`config.mk`:
```
export PLATFORM = sky130hd
export DESIGN_NAME = pipe_stage_chain_flat
export DESIGN_NICKNAME = d
export VERILOG_FILES = /design/src/rtl/pipe_stage_chain_if.sv /design/src/rtl/pipe_stage_chain.sv /design/src/flat_wrapper.sv
export SDC_FILE = /design/constraint.sdc
export NUM_CORES = 1
export LEC_CHECK = 0
export CORE_AREA = 2 2 183 185
export DETAILED_ROUTE_END_ITERATION = 16
export DIE_AREA = 0 0 185 187
export GPL_TIMING_DRIVEN = 1
export PLACE_DENSITY = 0.7
export SLEW_MARGIN = 10
export SYNTH_ARGS = -nofsm -noshare
export SYNTH_HDL_FRONTEND = slang
export SYNTH_SLANG_ARGS = --single-unit
```
`constraint.sdc`:
```
create_clock -name clk_i -period 35.5 [get_ports clk_i]
set_input_delay 7.1 -clock clk_i [delete_from_list [all_inputs] [get_ports clk_i]]
set_output_delay 7.1 -clock clk_i [all_outputs]
set_load 0.005 [all_outputs]
```
`src/rtl/pipe_stage_chain_if.sv`:
```
// Handshake and per-slot control bundle for the elastic pipeline chain.
// master drives the chain, slave is the chain itself.
interface pipe_stage_chain_if #(
  parameter int WIDTH  = 64,
  parameter int STAGES = 5
);
  localparam int CW = $clog2(STAGES + 1);

  logic                    in_valid_i;
  logic                    in_ready_o;
  logic [WIDTH-1:0]        in_data_i;
  logic                    out_valid_o;
  logic                    out_ready_i;
  logic [WIDTH-1:0]        out_data_o;
  logic [STAGES-1:0]       stall_i;
  logic [STAGES-1:0]       kill_i;
  logic [STAGES-1:0]       stage_valid_o;
  logic [STAGES*WIDTH-1:0] stage_data_o;
  logic [CW-1:0]           occupancy_o;

  modport master (
    output in_valid_i, in_data_i, out_ready_i,
    output stall_i, kill_i,
    input  in_ready_o, out_valid_o, out_data_o,
    input  stage_valid_o, stage_data_o, occupancy_o
  );

  modport slave (
    input  in_valid_i, in_data_i, out_ready_i,
    input  stall_i, kill_i,
    output in_ready_o, out_valid_o, out_data_o,
    output stage_valid_o, stage_data_o, occupancy_o
  );
endinterface

```
`src/rtl/pipe_stage_chain.sv`:
```
// Elastic pipeline backbone: STAGES slots with per-slot stall/kill,
// valid/ready at both ends, bubbles compress below a stalled slot.
module pipe_stage_chain #(
  parameter int WIDTH  = 64,
  parameter int STAGES = 5
) (
  input logic                clk_i,
  input logic                rst_i,
  pipe_stage_chain_if.slave  bus
);
  localparam int CW = $clog2(STAGES + 1);

  logic [STAGES-1:0] valid_q;
  logic [WIDTH-1:0]  data_q [STAGES];

  logic [STAGES-1:0] go;
  logic [STAGES-1:0] vac;
  logic [STAGES-1:0] xfer;
  logic [WIDTH-1:0]  din [STAGES];

  // Accept chain, oldest to youngest: a slot may move only if the
  // slot above is (or becomes) free this cycle.
  always_comb begin
    logic acc;
    go  = '0;
    vac = '0;
    acc = bus.out_ready_i;
    for (int k = STAGES - 1; k >= 0; k--) begin
      go[k]  = valid_q[k] & ~bus.kill_i[k] & ~bus.stall_i[k] & acc;
      vac[k] = ~valid_q[k] | bus.kill_i[k] | go[k];
      acc    = vac[k];
    end
  end

  // Incoming transfer and payload for each slot.
  always_comb begin
    xfer    = '0;
    xfer[0] = bus.in_valid_i & vac[0];
    din[0]  = bus.in_data_i;
    for (int k = 1; k < STAGES; k++) begin
      xfer[k] = go[k-1];
      din[k]  = data_q[k-1];
    end
  end

  // Slot registers: load on transfer in, clear when vacated, else hold.
  always_ff @(posedge clk_i or posedge rst_i) begin
    if (rst_i) begin
      valid_q <= '0;
      for (int k = 0; k < STAGES; k++) data_q[k] <= '0;
    end else begin
      for (int k = 0; k < STAGES; k++) begin
        if (xfer[k]) begin
          valid_q[k] <= 1'b1;
          data_q[k]  <= din[k];
        end else if (vac[k]) begin
          valid_q[k] <= 1'b0;
          data_q[k]  <= '0;
        end
      end
    end
  end

  // Flatten slot payloads for observation.
  always_comb begin
    bus.stage_data_o = '0;
    for (int k = 0; k < STAGES; k++)
      bus.stage_data_o[k*WIDTH +: WIDTH] = data_q[k];
  end

  assign bus.in_ready_o    = vac[0];
  assign bus.out_valid_o   = valid_q[STAGES-1]
                           & ~bus.kill_i[STAGES-1]
                           & ~bus.stall_i[STAGES-1];
  assign bus.out_data_o    = data_q[STAGES-1];
  assign bus.stage_valid_o = valid_q;
  assign bus.occupancy_o   = CW'($countones(valid_q));
endmodule

```
`src/flat_wrapper.sv`:
```
// flat-port wrapper written by rule: the top's interface ports become plain ports
module pipe_stage_chain_flat 
#(
  parameter int WIDTH  = 64,
  parameter int STAGES = 5
)
  (clk_i, rst_i, bus_in_valid_i, bus_in_data_i, bus_out_ready_i, bus_stall_i, bus_kill_i, bus_in_ready_o, bus_out_valid_o, bus_out_data_o, bus_stage_valid_o, bus_stage_data_o, bus_occupancy_o);
  pipe_stage_chain_if #(.WIDTH(WIDTH), .STAGES(STAGES)) bus_i ();
  input logic clk_i;
  input logic rst_i;
  input wire logic [$bits(bus_i.in_valid_i)-1:0] bus_in_valid_i;
  input wire logic [$bits(bus_i.in_data_i)-1:0] bus_in_data_i;
  input wire logic [$bits(bus_i.out_ready_i)-1:0] bus_out_ready_i;
  input wire logic [$bits(bus_i.stall_i)-1:0] bus_stall_i;
  input wire logic [$bits(bus_i.kill_i)-1:0] bus_kill_i;
  output wire logic [$bits(bus_i.in_ready_o)-1:0] bus_in_ready_o;
  output wire logic [$bits(bus_i.out_valid_o)-1:0] bus_out_valid_o;
  output wire logic [$bits(bus_i.out_data_o)-1:0] bus_out_data_o;
  output wire logic [$bits(bus_i.stage_valid_o)-1:0] bus_stage_valid_o;
  output wire logic [$bits(bus_i.stage_data_o)-1:0] bus_stage_data_o;
  output wire logic [$bits(bus_i.occupancy_o)-1:0] bus_occupancy_o;
  assign bus_i.in_valid_i = bus_in_valid_i;
  assign bus_i.in_data_i = bus_in_data_i;
  assign bus_i.out_ready_i = bus_out_ready_i;
  assign bus_i.stall_i = bus_stall_i;
  assign bus_i.kill_i = bus_kill_i;
  assign bus_in_ready_o = bus_i.in_ready_o;
  assign bus_out_valid_o = bus_i.out_valid_o;
  assign bus_out_data_o = bus_i.out_data_o;
  assign bus_stage_valid_o = bus_i.stage_valid_o;
  assign bus_stage_data_o = bus_i.stage_data_o;
  assign bus_occupancy_o = bus_i.occupancy_o;
  pipe_stage_chain #(.WIDTH(WIDTH), .STAGES(STAGES)) u_core (.clk_i(clk_i), .rst_i(rst_i), .bus(bus_i));
endmodule
```
==> metrics.txt, run 1 <==
status finished clean; Final Hold Fails 0; TNS Setup 0 ns; clock share of power 45.0%; Clock Skew between 0.015 and 0.02 ns; Initial Utilization 39.5%; register-to-register setup slack 32.74 ns; share of cells above drive strength 1 approximately 6.6%; die height around 190 um; max_slew headroom 31.3%; Distinct cells, synth 33; combinational share of power 7.3%; sw power ~190 uW; Max Slew Vio Count 0; Critical Path AT ~9.4 ns; synthesized area ~13,000 um^2; vias in the first global route 10,300; CTS resizes 0; P_leak 0.00847 uW; # hold bufs at CTS 0; most common cell after layout, fill and taps aside clkdlybuf4s50_1; Site Rows 67; most frequent cells in the layout clkdlybuf4s50_1, dfrtp_1, a22o_1, nand2_1, a21o_1; final wirelength 42,600 um; Vias 10,300; Crit Path Max Fanout 65; fmax 0.0607 GHz; initial drt markers 605; Residual DRC 0; final setup fails 0; Setup CP Type input port to output port; average cell area after synthesis 12.3 um^2; gp weighted congestion 0.825; flops & latches, synth 325; largest net degree at the start of global routing 100; io pins 472; Detail Route Antenna Nets 0; Switching Share 23.3%; CTS buffer count 37; fill count 2,774; RSZ-0062 raised after global routing false; Post-DP HPWL 28,000 um; Seq/Total Area, Yosys 62.7%; synthesized netlist cell count around 1,100; CTS H-tree lvls 2; crit path time final 16.46 ns; area grow syn2layout 44.3%; Int Power 622 uW; Multi-input gate area 3970 um^2; Root Buffer clkbuf_16; PD cells 43.3 nW/um^2; TritonCTS clock tree built; fin nets between 1,500 and 2,000; Placeable Area 32,900 um^2; grt ovf 0; HP Class flop to flop; final critical-path share of the clock period 46.4%; Net Count, Synth 1,134; # clock sinks 325; Die Span X between 150 and 200 um; register area 8130 um^2; drt pass-1 iters 5; CP Data Required Time 28.40 ns; postcts setup bufs 0; maximum clock insertion buffer count 3; placed cell count 1,838; initial antenna violation count 6; power consumption between 800 and 900 uW; Flop pwr share 47.7%; first-pass GRT wire length about 65,000 um; Ys Warns 0; Die ar. 34,600 um^2; Layout Cells excl Fill 1,906; worst slew pin tran 1.03 ns; CP endpoint kind output port; number of port buffers 471; DR WL/cell 22.4 um; DR vias/cell 5.41; max-cap violations 0; clk_lat worst skew slightly above 0.5 ns; clock-pin slew on the worst setup and hold paths roughly 0.060 ns; Global Route Usage Sum 24.3%; peak supply drop 26.3 uV; CP Launch Type input port
-- kinds of logic after synthesis --
logic type,after synthesis,share of synthesized area [%]
AOI/OAI and AO/OA,394,24.2
adders and majority gates,4,0.501
buffers and inverters,159,7.16
DFF,325,62.7
and+or+nand+nor,170,5.47
-- through the flow --
stage	hold WS [ns]	instance area, um^2	utilization [%]	setup WS, ns
6_report	0.510	18700	57.0	19.04
3_3_place_gp	0.497	17500	53.4	19.03
5_1_grt	0.533	18700	57.0	18.94
4_1_cts	0.514	18700	56.9	19.00
2_1_floorplan	0.500	13000	-	19.40
3_5_place_dp	0.507	17500	53.4	19.01
-- final cells by class --
| type | count | area share (%) |
|---|---|---|
| clock inverter | 11 | 0.401 |
| antenna | 5 | 0.0668 |
| tap | 448 | 2.99 |
| multi-input combinational | 568 | 21.2 |
| inverter | 9 | 0.221 |
| timing repair buffer | 488 | 25.8 |
| clock buffer | 52 | 5.83 |
| sequential | 325 | 43.4 |
-- power groups by stage --
stage	Sequential (uW)	Clock, uW	Combinational, uW
finish	387	365	59.3
global route	387	386	64.7
CTS	387	371	60.4
detailed placement	393	0	60.1
global placement	393	0	59.2
floorplan	391	0	24.3
-- per-layer routing --
| metal | vias to the layer above | GRT usage, % | wire length [um] |
|---|---|---|---|
| met1 | 5240 | 32.0 | 17300 |
| met5 | - | 0 | 0 |
| met2 | 463 | 39.9 | 21000 |
| met3 | 81 | 4.54 | 2900 |
| met4 | 0 | 9.16 | 1460 |
| li1 | 4519 | - | - |
-- state kept, by name, indices dropped and copies added, names as in the netlist --
name,cells
u_core.bus.stage_valid_o,5
u_core.bus.out_data_o,64
u_core.bus.stage_data_o,256
-- worst max-delay path, cell delays in order --
cell             delay (ns)
clkdlybuf4s50_1        0.39
nand2b_4               0.17
o21a_4                 0.28
o21ai_4                0.15
buf_4                  0.62
nand2_1                0.14
clkdlybuf4s50_1        0.50
-- path summary, 6_finish.rpt --
path,depth (start not counted),to,startpoint
setup / recovery,7,bus_in_ready_o,bus_kill_i[4]
hold / removal,1,u_core.bus.stage_data_o[70]$_DFFE_PP0P_,u_core.bus.stage_data_o[6]$_DFFE_PP0P_
setup reg to reg,6,u_core.bus.stage_data_o[120]$_DFFE_PP0P_,u_core.bus.stage_valid_o[3]$_DFFE_PP0P_
hold reg to reg,1,u_core.bus.stage_data_o[70]$_DFFE_PP0P_,u_core.bus.stage_data_o[6]$_DFFE_PP0P_
max in group asynchronous,3,u_core.bus.stage_data_o[173]$_DFFE_PP0P_,rst_i
min in group asynchronous,2,u_core.bus.stage_data_o[251]$_DFFE_PP0P_,rst_i
-- cells in the mapped netlist, drive strengths merged --
master  number  area, um^2
buf        115         759
and2         1        6.26
o21a         3        30.0
nand2b       6        45.0
nor2        22        90.1
o22ai        2        12.5
o21ai       49         245
and2b        1        7.51
nand2      132         495
inv          9        33.8
a21oi       18        93.8
o211ai      16         120
clkbuf      35         136
a22o       256        2240
or2          1        6.26
dfrtp      325        8130
nor2b        4        27.5
a21o        48         360
nor3         3        31.3
ha           2        25.0
o21bai       2        37.5
fa           2        40.0
Note: power is estimated with default switching activity, not from simulation.
==> inputs of run 2 (changes only) <==
- CORE_AREA: 2 2 183 185 -> 2 2 181 183
- DIE_AREA: 0 0 185 187 -> 0 0 183 185
- PLACE_DENSITY: 0.7 -> 0.74
- clock period: 35.5 -> 14.63 ns (I/O delays scaled with it)
==> metrics.txt, run 2 (synthesis gave the netlist of run 1 again) <==
status finished clean; met3 GRT Util 5.47%; Critical Path AT 5.29 ns; Layout Cells excl Fill about 1,900; critical path's slowest cell buf_4; gp weighted congestion 0.812; Max Slew Vio Count 0; TNS Setup 0 ns; most frequent cells in the layout clkdlybuf4s50_1, dfrtp_1, a22o_1, nand2_1, a21o_1; Post-DP HPWL between 20,000 and 30,000 um; CP Launch Type input port; Crit Path Max Fanout 65; Worst path max stage delay around 0.64 ns; drt pass-1 iters 5; Setup CP Type input port to output port; crit path time final 8.22 ns; grt peak-use layer met2; TritonCTS clock tree built; Global Route Usage Sum 23.8%; clk_lat worst skew 0.49 ns; Cells on Worst Hold Path 1; most common cell after layout, fill and taps aside clkdlybuf4s50_1; met1 usage in global routing 30.6%; initial antenna violation count 1; share of cells above drive strength 1 6.14%; WHS Endpoint u_core.bus.stage_data_o[131]$_DFFE_PP0P_; P_leak 0.00846 uW; postcts setup bufs 0; maximum clock insertion buffer count 3; GR Util met2 approximately two fifths; number of port buffers 471; Site Rows 66; Clock Skew 0.00681 ns; first-pass GRT wire length 62,800 um; Die Span X 183 um; placed cell count 1,797; vias in the first global route just over 10,000; Vias about 10,000; max_slew headroom 35.9%; final wirelength a little over 40,000 um; Reg-to-Reg End u_core.bus.stage_data_o[92]$_DFFE_PP0P_; PD cells 105 nW/um^2; DR vias/cell approximately 5.5; # hold bufs at CTS 0; grt ovf 0; Residual DRC 0; CP Data Required Time 11.70 ns; Hold Startpoint u_core.bus.stage_data_o[67]$_DFFE_PP0P_; Critical Path Most Common Cell clkdlybuf4s50_1; final critical-path share of the clock period 56.2%; HP Class flop to flop; peak supply drop 85.8 uV; final setup fails 0; io pins 472; Detail Route Antenna Nets 0; # clock sinks 325; Cell Chain, Critical Path clkdlybuf4s50_1, nand2b_4, o21a_4, o21ai_4, buf_4, nand2_1, clkdlybuf4s50_1; RSZ-0062 raised after global routing false; initial drt markers 599; worst r2r src u_core.bus.stage_valid_o[3]$_DFFE_PP0P_; worst slew pin tran 0.961 ns; Placeable Area ~32,000 um^2; max-cap violations 0; Initial Utilization approximately two fifths; DR WL/cell 22.2 um; worst r2r path cells 6; max FFs per register 256; CTS buffer count 35; post-route core utilization roughly three fifths; die height 185 um; largest net degree at the start of global routing 130; Final Hold Fails 0; fmax 0.122 GHz; Die ar. 33,900 um^2; Root Buffer clkbuf_16; CTS resizes 0; fin nets 1,508; register-to-register setup slack about 12 ns; CTS H-tree lvls 2; clock-pin slew on the worst setup and hold paths roughly 0.06 ns; area grow syn2layout 43.6%; CP endpoint kind output port
run 2: worst max-delay path by stage:
stage | start | endpoint | slack (ns) | cells past startpoint
global placement | bus_kill_i[4] | bus_in_ready_o | 6.49 | 7
CTS | bus_kill_i[4] | bus_in_ready_o | 6.44 | 7
finish | bus_kill_i[4] | bus_in_ready_o | 6.41 | 7
floorplan | rst_i | u_core.bus.out_data_o[0]$_DFFE_PP0P_ | 2.71 | 1
detailed placement | bus_stall_i[2] | bus_in_ready_o | 6.48 | 7
global route | bus_kill_i[3] | bus_in_ready_o | 6.35 | 7
run 2: per-stage QoR:
step                      hold WS (ns)  total power [uW]  worst slack, ns  instance area [um^2]
after floorplan                  0.500              1010             2.71                 13000
after global placement           0.491              1100             6.49                 17500
after detailed placement         0.505              1100             6.48                 17500
after CTS                        0.517              1980             6.44                 18600
after global routing             0.535              2030             6.35                 18600
final                            0.514              1960             6.41                 18600
run 2: routing by layer:
metal  vias to the layer above  share of wire [%]
li1                       4499                  -
met1                      5218                 40
met2                       461                 49
met3                        84                7.7
met4                         0                3.5
met5                         -                  0
run 2: worst max-delay path, delay by kind of cell:
family                 cells  cell delay [ns]
and+or+nand+nor            2             0.36
buffers and inverters      3             1.54
AOI/OAI and AO/OA          2             0.41
run 2: cell type report:
cell class,instances,area (um^2)
Tap cell,408,510
Antenna cell,2,5.00
Clock inverter,10,106
Timing Repair Buffer,487,4830
Clock buffer,51,1040
Inverter,9,41.3
Multi-Input combinational cell,568,3980
Sequential cell,325,8130
Fill cell,2626,13400
run 2: power by group:
group          total [uW]  internal (uW)  switching [uW]
registers             936            918            18.5
clock network         877            528             349
logic                 144           70.9            73.4
==> inputs of run 3 (changes only) <==
- clock period: 14.63 -> 7.15 ns (I/O delays scaled with it)
==> metrics.txt, run 3 (synthesis gave the netlist of run 1 again) <==
Die ar. 33,900 um^2; clock-pin slew on the worst setup and hold paths 0.06 ns; vias in the first global route 10,200; fmax 0.194 GHz; CTS buffer count 36; Met1 Wirelength approximately 17,000 um; Global Route Usage Sum 24.3%; TritonCTS clock tree built; HP Class flop to flop; met2 WL 21,100 um; crit path time final 5.14 ns; peak supply drop ~150 uV; most common cell after layout, fill and taps aside clkdlybuf4s50_1; Max Slew Vio Count 0; max_slew headroom 29.7%; gp weighted congestion slightly above 0.8; TNS Setup 0 ns; postcts setup bufs 0; status finished clean; Die Span X 183 um; CTS resizes 0; final wirelength ~42,000 um; RSZ-0062 raised after global routing false; # clock sinks 325; CP Data Required Time 5.72 ns; maximum clock insertion buffer count 3; Top Layer Used met4; DR vias/cell between 5 and 6; CP endpoint kind output port; Residual DRC 0; Vias 10,200; CP Launch Type input port; area grow syn2layout 44.4%; worst slew pin tran 1.05 ns; met3 routed WL 2770 um; DR WL/cell approximately 23 um; most frequent cells in the layout clkdlybuf4s50_1, dfrtp_1, a22o_1, nand2_1, a21o_1; Detail Route Antenna Nets 0; Clock Skew 0.0101 ns; max FFs per register 256; share of cells above drive strength 1 6.55%; Critical Path AT 3.71 ns; Root Buffer clkbuf_16; P_leak 0.00851 uW; Final Hold Fails 0; Setup CP Type input port to output port; number of port buffers 471; final setup fails 0; initial antenna violation count 0; grt ovf 0; io pins 472; # hold bufs at CTS 0; fin nets ~1,500; Post-DP HPWL 26,600 um; Crit Path Max Fanout 65; final critical-path share of the clock period slightly above 70%; initial drt markers 655; Post-Layout Inst Area approximately 19,000 um^2; Initial Utilization 40.5%; largest net degree at the start of global routing 182; Site Rows 66; max-cap violations 0; CTS H-tree lvls 2; drt pass-1 iters 5; PD cells 219 nW/um^2; placed cell areas about 18,000 um^2; die height about 190 um; first-pass GRT wire length 63,600 um; clk_lat worst skew 0.49 ns; Placeable Area 32,000 um^2
==> run 3: changes by cell type in the layout (fill, tap and decap cells not counted), sizes merged <==
cell | before | now
clkinvlp | 1 | 2
diode | 2 | 1
clkinv | 7 | 6
buf | 17 | 16
clkbuf | 51 | 54
inv | 9 | 8
==> run 3: cell type report <==
cell class / instances / area, um^2
fill: 2559 / 13300
sequential: 325 / 8130
timing repair buffer: 486 / 4850
multi-input combinational: 568 / 3980
clock buffer: 54 / 1130
tap: 408 / 510
clock inverter: 9 / 97.6
inverter: 9 / 37.5
antenna: 1 / 2.50
==> run 3: worst max-delay path: stages <==
cell and delay (ns):
clkdlybuf4s50_1 0.43, nor2b_1 0.34, o21a_4 0.80, nand2_1 0.20, clkdlybuf4s50_1 0.51
==> run 3: report_power, final <==
| group | switching [uW] | leakage (uW) | internal (uW) |
|---|---|---|---|
| Sequential | 38.2 | 0.00446 | 1880 |
| Clock | 739 | 0.000612 | 1160 |
| Combinational | 151 | 0.00344 | 146 |
==> run 3: metal layers <==
| metal | track usage (%) | vias to the layer above |
|---|---|---|
| li1 | - | 4495 |
| met1 | 31.3 | 5222 |
| met2 | 41.0 | 433 |
| met3 | 5.03 | 76 |
| met4 | 8.22 | 0 |
| met5 | 0 | - |
==> run 3: path summary, 6_finish.rpt <==
| path | startpoint | slack, ns | endpoint | cells past startpoint |
|---|---|---|---|---|
| setup / recovery | bus_kill_i[0] | 2.01 | bus_in_ready_o | 5 |
| hold / removal | u_core.bus.stage_data_o[50]$_DFFE_PP0P_ | 0.51 | u_core.bus.stage_data_o[114]$_DFFE_PP0P_ | 1 |
| setup reg to reg | u_core.bus.stage_valid_o[3]$_DFFE_PP0P_ | 4.68 | u_core.bus.stage_valid_o[3]$_DFFE_PP0P_ | 5 |
| hold reg to reg | u_core.bus.stage_data_o[50]$_DFFE_PP0P_ | 0.51 | u_core.bus.stage_data_o[114]$_DFFE_PP0P_ | 1 |
| max in group asynchronous | rst_i | 4.75 | u_core.bus.stage_data_o[224]$_DFFE_PP0P_ | 3 |
| min in group asynchronous | rst_i | 1.46 | u_core.bus.stage_data_o[192]$_DFFE_PP0P_ | 3 |
==> run 3: through the flow <==
step	hold slack [ns]	power [uW]	worst slack, ns	utilization (%)	instances
final	0.513	4110	2.01	58.5	1860
after global routing	0.537	4260	1.91	58.5	1859
after CTS	0.513	4150	2.01	58.5	1859
after detailed placement	0.500	2250	2.02	54.6	1796
after global placement	0.490	2240	2.11	54.6	1796
after floorplan	0.500	2060	1.38	-	1052
